--- config.mk ---
export PLATFORM = sky130hd
export DESIGN_NAME = hex_display_ctrl_flat
export DESIGN_NICKNAME = d
export VERILOG_FILES = /design/src/rtl/hex_display_ctrl_if.sv /design/src/rtl/hex_display_ctrl.sv /design/src/flat_wrapper.sv
export SDC_FILE = /design/constraint.sdc
export NUM_CORES = 1
export LEC_CHECK = 0
export CELL_PAD_IN_SITES_DETAIL_PLACEMENT = 1
export CELL_PAD_IN_SITES_GLOBAL_PLACEMENT = 2
export CORE_ASPECT_RATIO = 1.25
export CORE_UTILIZATION = 30
export DETAILED_ROUTE_END_ITERATION = 8
export DONT_BUFFER_PORTS = 1
export PLACE_DENSITY = 0.66
export SLEW_MARGIN = 20
export SYNTH_ARGS = -nofsm -noshare
export SYNTH_HDL_FRONTEND = slang
export SYNTH_SLANG_ARGS = --single-unit
--- constraint.sdc ---
create_clock -name clk -period 4.1 [get_ports clk]
set_input_delay 0.41 -clock clk [delete_from_list [all_inputs] [get_ports clk]]
set_output_delay 0.41 -clock clk [all_outputs]
set_load 0.01 [all_outputs]
--- src/rtl/hex_display_ctrl_if.sv ---
// Message load channel for the hex display controller.
// Requester drives the message; controller returns ready.
interface hex_display_ctrl_if;
   logic        load_valid;
   logic        load_ready;
   logic [31:0] load_data;
   logic        load_mode;
   logic        blank_lz;

   modport master (
      output load_valid,
      output load_data,
      output load_mode,
      output blank_lz,
      input  load_ready
   );

   modport slave (
      input  load_valid,
      input  load_data,
      input  load_mode,
      input  blank_lz,
      output load_ready
   );
endinterface

--- src/rtl/hex_display_ctrl.sv ---
// Six-digit hex display controller: static view with leading-zero
// blanking, or an MSB-first scroll of an 8-nibble message.
module hex_display_ctrl #(
   parameter logic [31:0] DIV = 32'd25000000
) (
   input  logic               clk,
   input  logic               reset,
   hex_display_ctrl_if.slave  ld,
   output logic [23:0]        digits,
   output logic [5:0]         digit_on,
   output logic               busy,
   output logic               done
);

   typedef enum logic [1:0] {
      IDLE,
      STATIC,
      SCROLL
   } state_t;

   localparam logic [31:0] LAST = DIV - 32'd1;

   state_t      r_state;
   logic [31:0] r_msg;
   logic [31:0] r_tick;
   logic [3:0]  r_step;
   logic [23:0] r_digits;
   logic [5:0]  r_on;
   logic        r_busy;
   logic        r_done;
   logic        r_ready;

   logic        w_xfer;
   logic        w_last;
   logic [3:0]  w_next_step;
   logic [3:0]  w_step_nib;
   logic        w_step_on;
   logic [5:0]  w_lz_on;

   assign w_xfer      = ld.load_valid && r_ready;
   assign w_last      = (r_tick == LAST);
   assign w_next_step = r_step + 4'd1;
   // Steps 1..8 feed message nibbles 7..0; later steps feed blanks.
   assign w_step_nib  = r_step[3] ? 4'h0
                      : r_msg[{~r_step[2:0], 2'b00} +: 4];
   assign w_step_on   = ~r_step[3];

   // Digit i stays lit unless it and everything above it is zero.
   always_comb begin
      w_lz_on    = 6'b111111;
      for (int i = 1; i < 6; i++) begin
         w_lz_on[i] = ~ld.blank_lz
                    | (|(ld.load_data[23:0] >> (4 * i)));
      end
   end

   always_ff @(posedge clk) begin
      if (reset) begin
         r_state  <= IDLE;
         r_msg    <= '0;
         r_tick   <= '0;
         r_step   <= '0;
         r_digits <= '0;
         r_on     <= '0;
         r_busy   <= 1'b0;
         r_done   <= 1'b0;
         r_ready  <= 1'b1;
      end else begin
         r_done <= 1'b0;
         case (r_state)
            IDLE, STATIC: begin
               if (w_xfer && !ld.load_mode) begin
                  r_state  <= STATIC;
                  r_digits <= ld.load_data[23:0];
                  r_on     <= w_lz_on;
               end else if (w_xfer) begin
                  r_state  <= SCROLL;
                  r_msg    <= ld.load_data;
                  r_digits <= '0;
                  r_on     <= '0;
                  r_busy   <= 1'b1;
                  r_ready  <= 1'b0;
                  r_tick   <= '0;
                  r_step   <= '0;
               end
            end
            SCROLL: begin
               if (w_last) begin
                  r_tick   <= '0;
                  r_step   <= w_next_step;
                  r_digits <= {r_digits[19:0], w_step_nib};
                  r_on     <= {r_on[4:0], w_step_on};
                  if (w_next_step == 4'd14) begin
                     r_state <= IDLE;
                     r_busy  <= 1'b0;
                     r_done  <= 1'b1;
                     r_ready <= 1'b1;
                  end
               end else begin
                  r_tick <= r_tick + 32'd1;
               end
            end
            default: begin
               r_state <= IDLE;
               r_on    <= '0;
               r_busy  <= 1'b0;
               r_ready <= 1'b1;
            end
         endcase
      end
   end

   assign ld.load_ready = r_ready;
   assign digits        = r_digits;
   assign digit_on      = r_on;
   assign busy          = r_busy;
   assign done          = r_done;

endmodule

--- src/flat_wrapper.sv ---
// flat-port wrapper written by rule: the top's interface ports become plain ports
module hex_display_ctrl_flat 
#(
   parameter logic [31:0] DIV = 32'd25000000
)
  (clk, reset, digits, digit_on, busy, done, ld_load_valid, ld_load_data, ld_load_mode, ld_blank_lz, ld_load_ready);
  hex_display_ctrl_if ld_i ();
  input  logic clk;
  input  logic reset;
  output logic [23:0] digits;
  output logic [5:0] digit_on;
  output logic busy;
  output logic done;
  input wire logic [$bits(ld_i.load_valid)-1:0] ld_load_valid;
  input wire logic [$bits(ld_i.load_data)-1:0] ld_load_data;
  input wire logic [$bits(ld_i.load_mode)-1:0] ld_load_mode;
  input wire logic [$bits(ld_i.blank_lz)-1:0] ld_blank_lz;
  output wire logic [$bits(ld_i.load_ready)-1:0] ld_load_ready;
  assign ld_i.load_valid = ld_load_valid;
  assign ld_i.load_data = ld_load_data;
  assign ld_i.load_mode = ld_load_mode;
  assign ld_i.blank_lz = ld_blank_lz;
  assign ld_load_ready = ld_i.load_ready;
  hex_display_ctrl #(.DIV(DIV)) u_core (.clk(clk), .reset(reset), .ld(ld_i), .digits(digits), .digit_on(digit_on), .busy(busy), .done(done));
endmodule
# Word-level counts from Yosys, hierarchy flattened
# Index checks and enable logic that the tools add are counted.
# classes
bitwise_logic,11
n_lt_le_gt_ge,0
muxes,33
addsub,2
n_reduce_logical,19
mul,0
div,0
shifts,1
eq_ne,9
# ops
operator,count
$mux W32,3
$mux W24,3
$pmux W32 S2,1
$pmux W24 S2,1
$add A32 B1 Y32 const B,1
$eq A32 B25 Y1 const B,1
$shiftx A32 B6 Y4,1
$reduce_or A20 Y1,1
$mux W6,3
$mux W4,4
$reduce_or A16 Y1,1
$pmux W6 S2,1
$reduce_and A3 Y1,4
$reduce_or A12 Y1,1
$mux W1,9
$mux W2,4
$pmux W4 S2,1
$reduce_and A4 Y1,2
$reduce_or A8 Y1,1
$ne A2 B1 Y1 const B,3
$not A1 Y1,5
$or A1 B1 Y1,5
$add A4 B1 Y4 const B,1
$eq A4 B4 Y1 const B,1
other kinds (15),17
# totals
elab_cells,84
ramBits,0
memories,0
latchBits,0
rom_bits,0
register_bits,103
input_bits,37
output_inout_bits,33

# Logic depth before layout (Yosys ltp)
# logic_depth
ltp_word,5
depth_mapped,8
depth_no_buf,6

# Worst setup path after synthesis
# No wires, ideal clock.
# synth_timing
kind,register -> register
from,register u_core.r_tick[0]
to,register u_core.r_digits[14] (netlist: u_core.digits[14])
path_buffers,2
path_stages_with_launch,9
period_less_slack_ps,2318
setup_time_ps,132
arrival_ps,2186
t_required_ps,3968
slack_ps,1782
cell_sequence,dfxtp_1 ha_1 nand4_1 or4_4 or3_1 buf_2 buf_2 a222oi_1 nor3_1
# synth_between
elab_chain_len,3
# synth_lines
item,line_no,rtl
"start, declared",hex_display_ctrl.sv:25,logic [31:0] r_tick;
"start signal, assigned",hex_display_ctrl.sv:100,r_tick <= r_tick + 32'd1;
$eq A32 B25 Y1,hex_display_ctrl.sv:41,assign w_last = (r_tick == LAST);
$ne A2 B1 Y1 (no line),n/a,
$reduce_and A3 Y1 (no line),n/a,
"end signal, assigned",hex_display_ctrl.sv:74,r_digits <= ld.load_data[23:0];
"end signal, assigned",hex_display_ctrl.sv:91,"r_digits <= {r_digits[19:0], w_step_nib};"
"end, declared",hex_display_ctrl.sv:27,logic [23:0] r_digits;
# No other way between the ends.
# A chain may end at the register's enable or synchronous reset.

# Worst setup path in the final report
# layout_timing
from,register u_core.r_tick[0]
to,register u_core.r_step[3]
# layout_between
elab_chain_len,3
# layout_lines
item,line_no,rtl
$eq A32 B25 Y1,hex_display_ctrl.sv:41,
$ne A2 B1 Y1 (no line),n/a,
$reduce_and A4 Y1 (no line),n/a,
"end signal, assigned",hex_display_ctrl.sv:90,r_step <= w_next_step;
"end, declared",hex_display_ctrl.sv:26,logic [3:0] r_step;
# No other way between the ends.

==> impl_metrics.tcl <==
set metrics [dict create \
    grt_use_total 0.200 \
    synth_top_cell_by_area "dfxtp_1" \
    start_kind "flip-flop" \
    worst_setup_path_end_kind "flip-flop" \
    hp-class "input port to flip-flop" \
    num_rows 51 \
    routed_via_density 5.65 \
    path_clk_slew_ns 0.07 \
    dr.pass1.iters 8 \
    period_minus_slack_ns 2.94 \
    synth_nets 605 \
    final_area_um2 5250 \
    slew_viol_final 0 \
    p_leak_uw 0.00170 \
    clk_latency_ns 0.36 \
    initial_core_util 0.307 \
    synthCells 565 \
    place.gp.congestion 0.806 \
    yosys-top-cells-count "dfxtp_1 (103), nand2_1 (84), nor3_1 (53)" \
    cts_buffers 9 \
    critical_path_peak_fanout 28 \
    crit_type "flip-flop to flip-flop" \
    wl_um 15500 \
    yosysTopAreaCellShare 0.431 \
    outcome "complete, no violations" \
    wire_per_inst_um 20.4 \
    tightest_slew_ns 0.971 \
    fp.coreArea_um2 15600 \
    syn_avg_cell_area_um2 8.47 \
    slew_headroom 0.353 \
    die_y_um 143 \
    grt_overflow 0 \
    finalSetupViolations 0 \
    ys.flop_type "dfxtp_1" \
    finalCritPeriodShare 0.718 \
    fmax_mhz 340 \
    synth_area_leaders "dfxtp_1 (43%), nand2_1 (6.6%), nor3_1 (5.5%)" \
    vias 4285 \
    netlist_area_um2 4780 \
    hp-start "reset" \
    area_growth_pct 9.65 \
    grt_pass1_vias 4377 \
    fin_skew_ns 0.00898 \
    drcViolationCount 0 \
    layout-drive-gt1-share 0.0768 \
    yosysMostFrequentCell "dfxtp_1" \
    antenna_found_initial 0 \
    p_per_area_nw_per_um2 424 \
    arrival_ns 3.24 \
    r2r_start "u_core.r_tick[0]" \
    dieArea_um2 16500 \
    drtAntennaViolNets 0 \
    drv_cap 0 \
    rsz0062_at_grt "no" \
    cts_tree "yes" \
    antenna_cells 0 \
    cts.path.max_buffers 2 \
    nNetsFinal 582 \
    hold_viol_final 0 \
    grt_start_max_net_pins 73 \
    place_area_um2 4960 \
    startpoint "u_core.r_tick[0]" \
    drt-initial-drc-count 289 \
    fin_tns_setup_ns 0 \
    cp.required_ns 4.40 \
    post_cts_buffers 0 \
    ir_worst_vdd_uv 166 \
    grt_pass1_wl_um 24800 \
    port_buffers 0 \
    cts-root-buf "clkbuf_16" \
    clkSinkCount 103 \
    seq_area_frac_synth 0.431 \
    synth-edff-count 0 \
    ys_ff_latch 103 \
    pin_count 70 \
    htree_levels 3 \
    hpwl_um 10800 \
    ys_async_sr_fraction 0 \
    dieWidth_um 115 \
    ys.warnings.count 0 \
    yosysUniqueCellTypes 50 \
    cts_resized 0 \
    cts_hold_buf 0 \
]
==> registers in the layout (all words and copies together), names as in the netlist <==
register / cells
u_core.digit_on: 6
u_core.r_tick: 32
u_core.r_step: 4
u_core.r_state: 2
u_core.busy: 1
u_core.r_msg: 32
u_core.digits: 24
u_core.done: 1
u_core.ld.load_ready: 1
==> final timing paths <==
path	to	slack (ns)	cells after the start
max	u_core.r_step[3]	1.16	6
min	u_core.r_msg[12]	0.13	1
max reg2reg	u_core.r_step[3]	1.16	6
min reg2reg	u_core.r_msg[2]	0.45	2
==> worst max-delay path: stages, from the launching register on <==
cell and delay [ns]:
dfxtp_1 0.39, ha_1 0.22, nand4_1 0.20, or4_4 0.60, or3_1 0.73, or4_1 0.63
nand3_1 0.10
==> cells by family after synthesis <==
logic type | count (synthesis) | share of synthesized area
AOI/OAI and AO/OA | 94 | 0.132
buffers and inverters | 46 | 0.0374
DFF | 103 | 0.431
muxes | 13 | 0.0481
and+or+nand+nor | 278 | 0.292
xor gates and xnor gates | 28 | 0.0513
adders and majority gates | 3 | 0.00785
==> per-layer routing <==
layer  up-vias  global-route usage  wire, um
met2        86               0.358      8210
met3        18              0.0577       859
li1       2028                   -         -
met5         -                   0         0
met1      2153               0.226      6190
met4         0              0.0622       221
==> final cells by class <==
class / instances / area, um^2
clock inverter: 7 / 53.8
sequential: 103 / 2060
multi-input combinational: 416 / 2560
inverter: 3 / 11.3
fill: 1904 / 10300
clock buffer: 9 / 225
tap: 212 / 265
timing repair buffer: 9 / 67.6
==> through the flow <==
| step | power [uW] | utilization | setup slack (ns) | std cells | hold WS, ns |
|---|---|---|---|---|---|
| after floorplan | 1350 | - | 1.78 | 565 | 0.433 |
| after global placement | 1410 | 0.319 | 1.31 | 743 | 0.434 |
| after detailed placement | 1420 | 0.319 | 1.20 | 743 | 0.443 |
| after CTS | 2260 | 0.337 | 1.19 | 759 | 0.129 |
| after global routing | 2350 | 0.337 | 0.964 | 759 | 0.111 |
| final | 2230 | 0.337 | 1.16 | 759 | 0.130 |
==> cells in the final DEF, fill, tap and decap left out, types with 7 or more instances in the layout <==
master / count
dfxtp_1: 103
nand2_1: 84
nor3_1: 52
a21oi_1: 48
nor2_1: 39
xor2_1: 27
nand3_1: 26
a222oi_1: 20
nand4_1: 18
nor4_1: 9
clkbuf_16: 9
buf_4: 9
mux4_2: 8
nand2b_1: 7
==> power breakdown <==
group	total, uW	internal (uW)	switching [uW]
Sequential	1140	1060	78.7
Combinational	253	101	151
Clock	832	419	413
Total	2230	1580	643
Power figures use the tool's default switching activity.
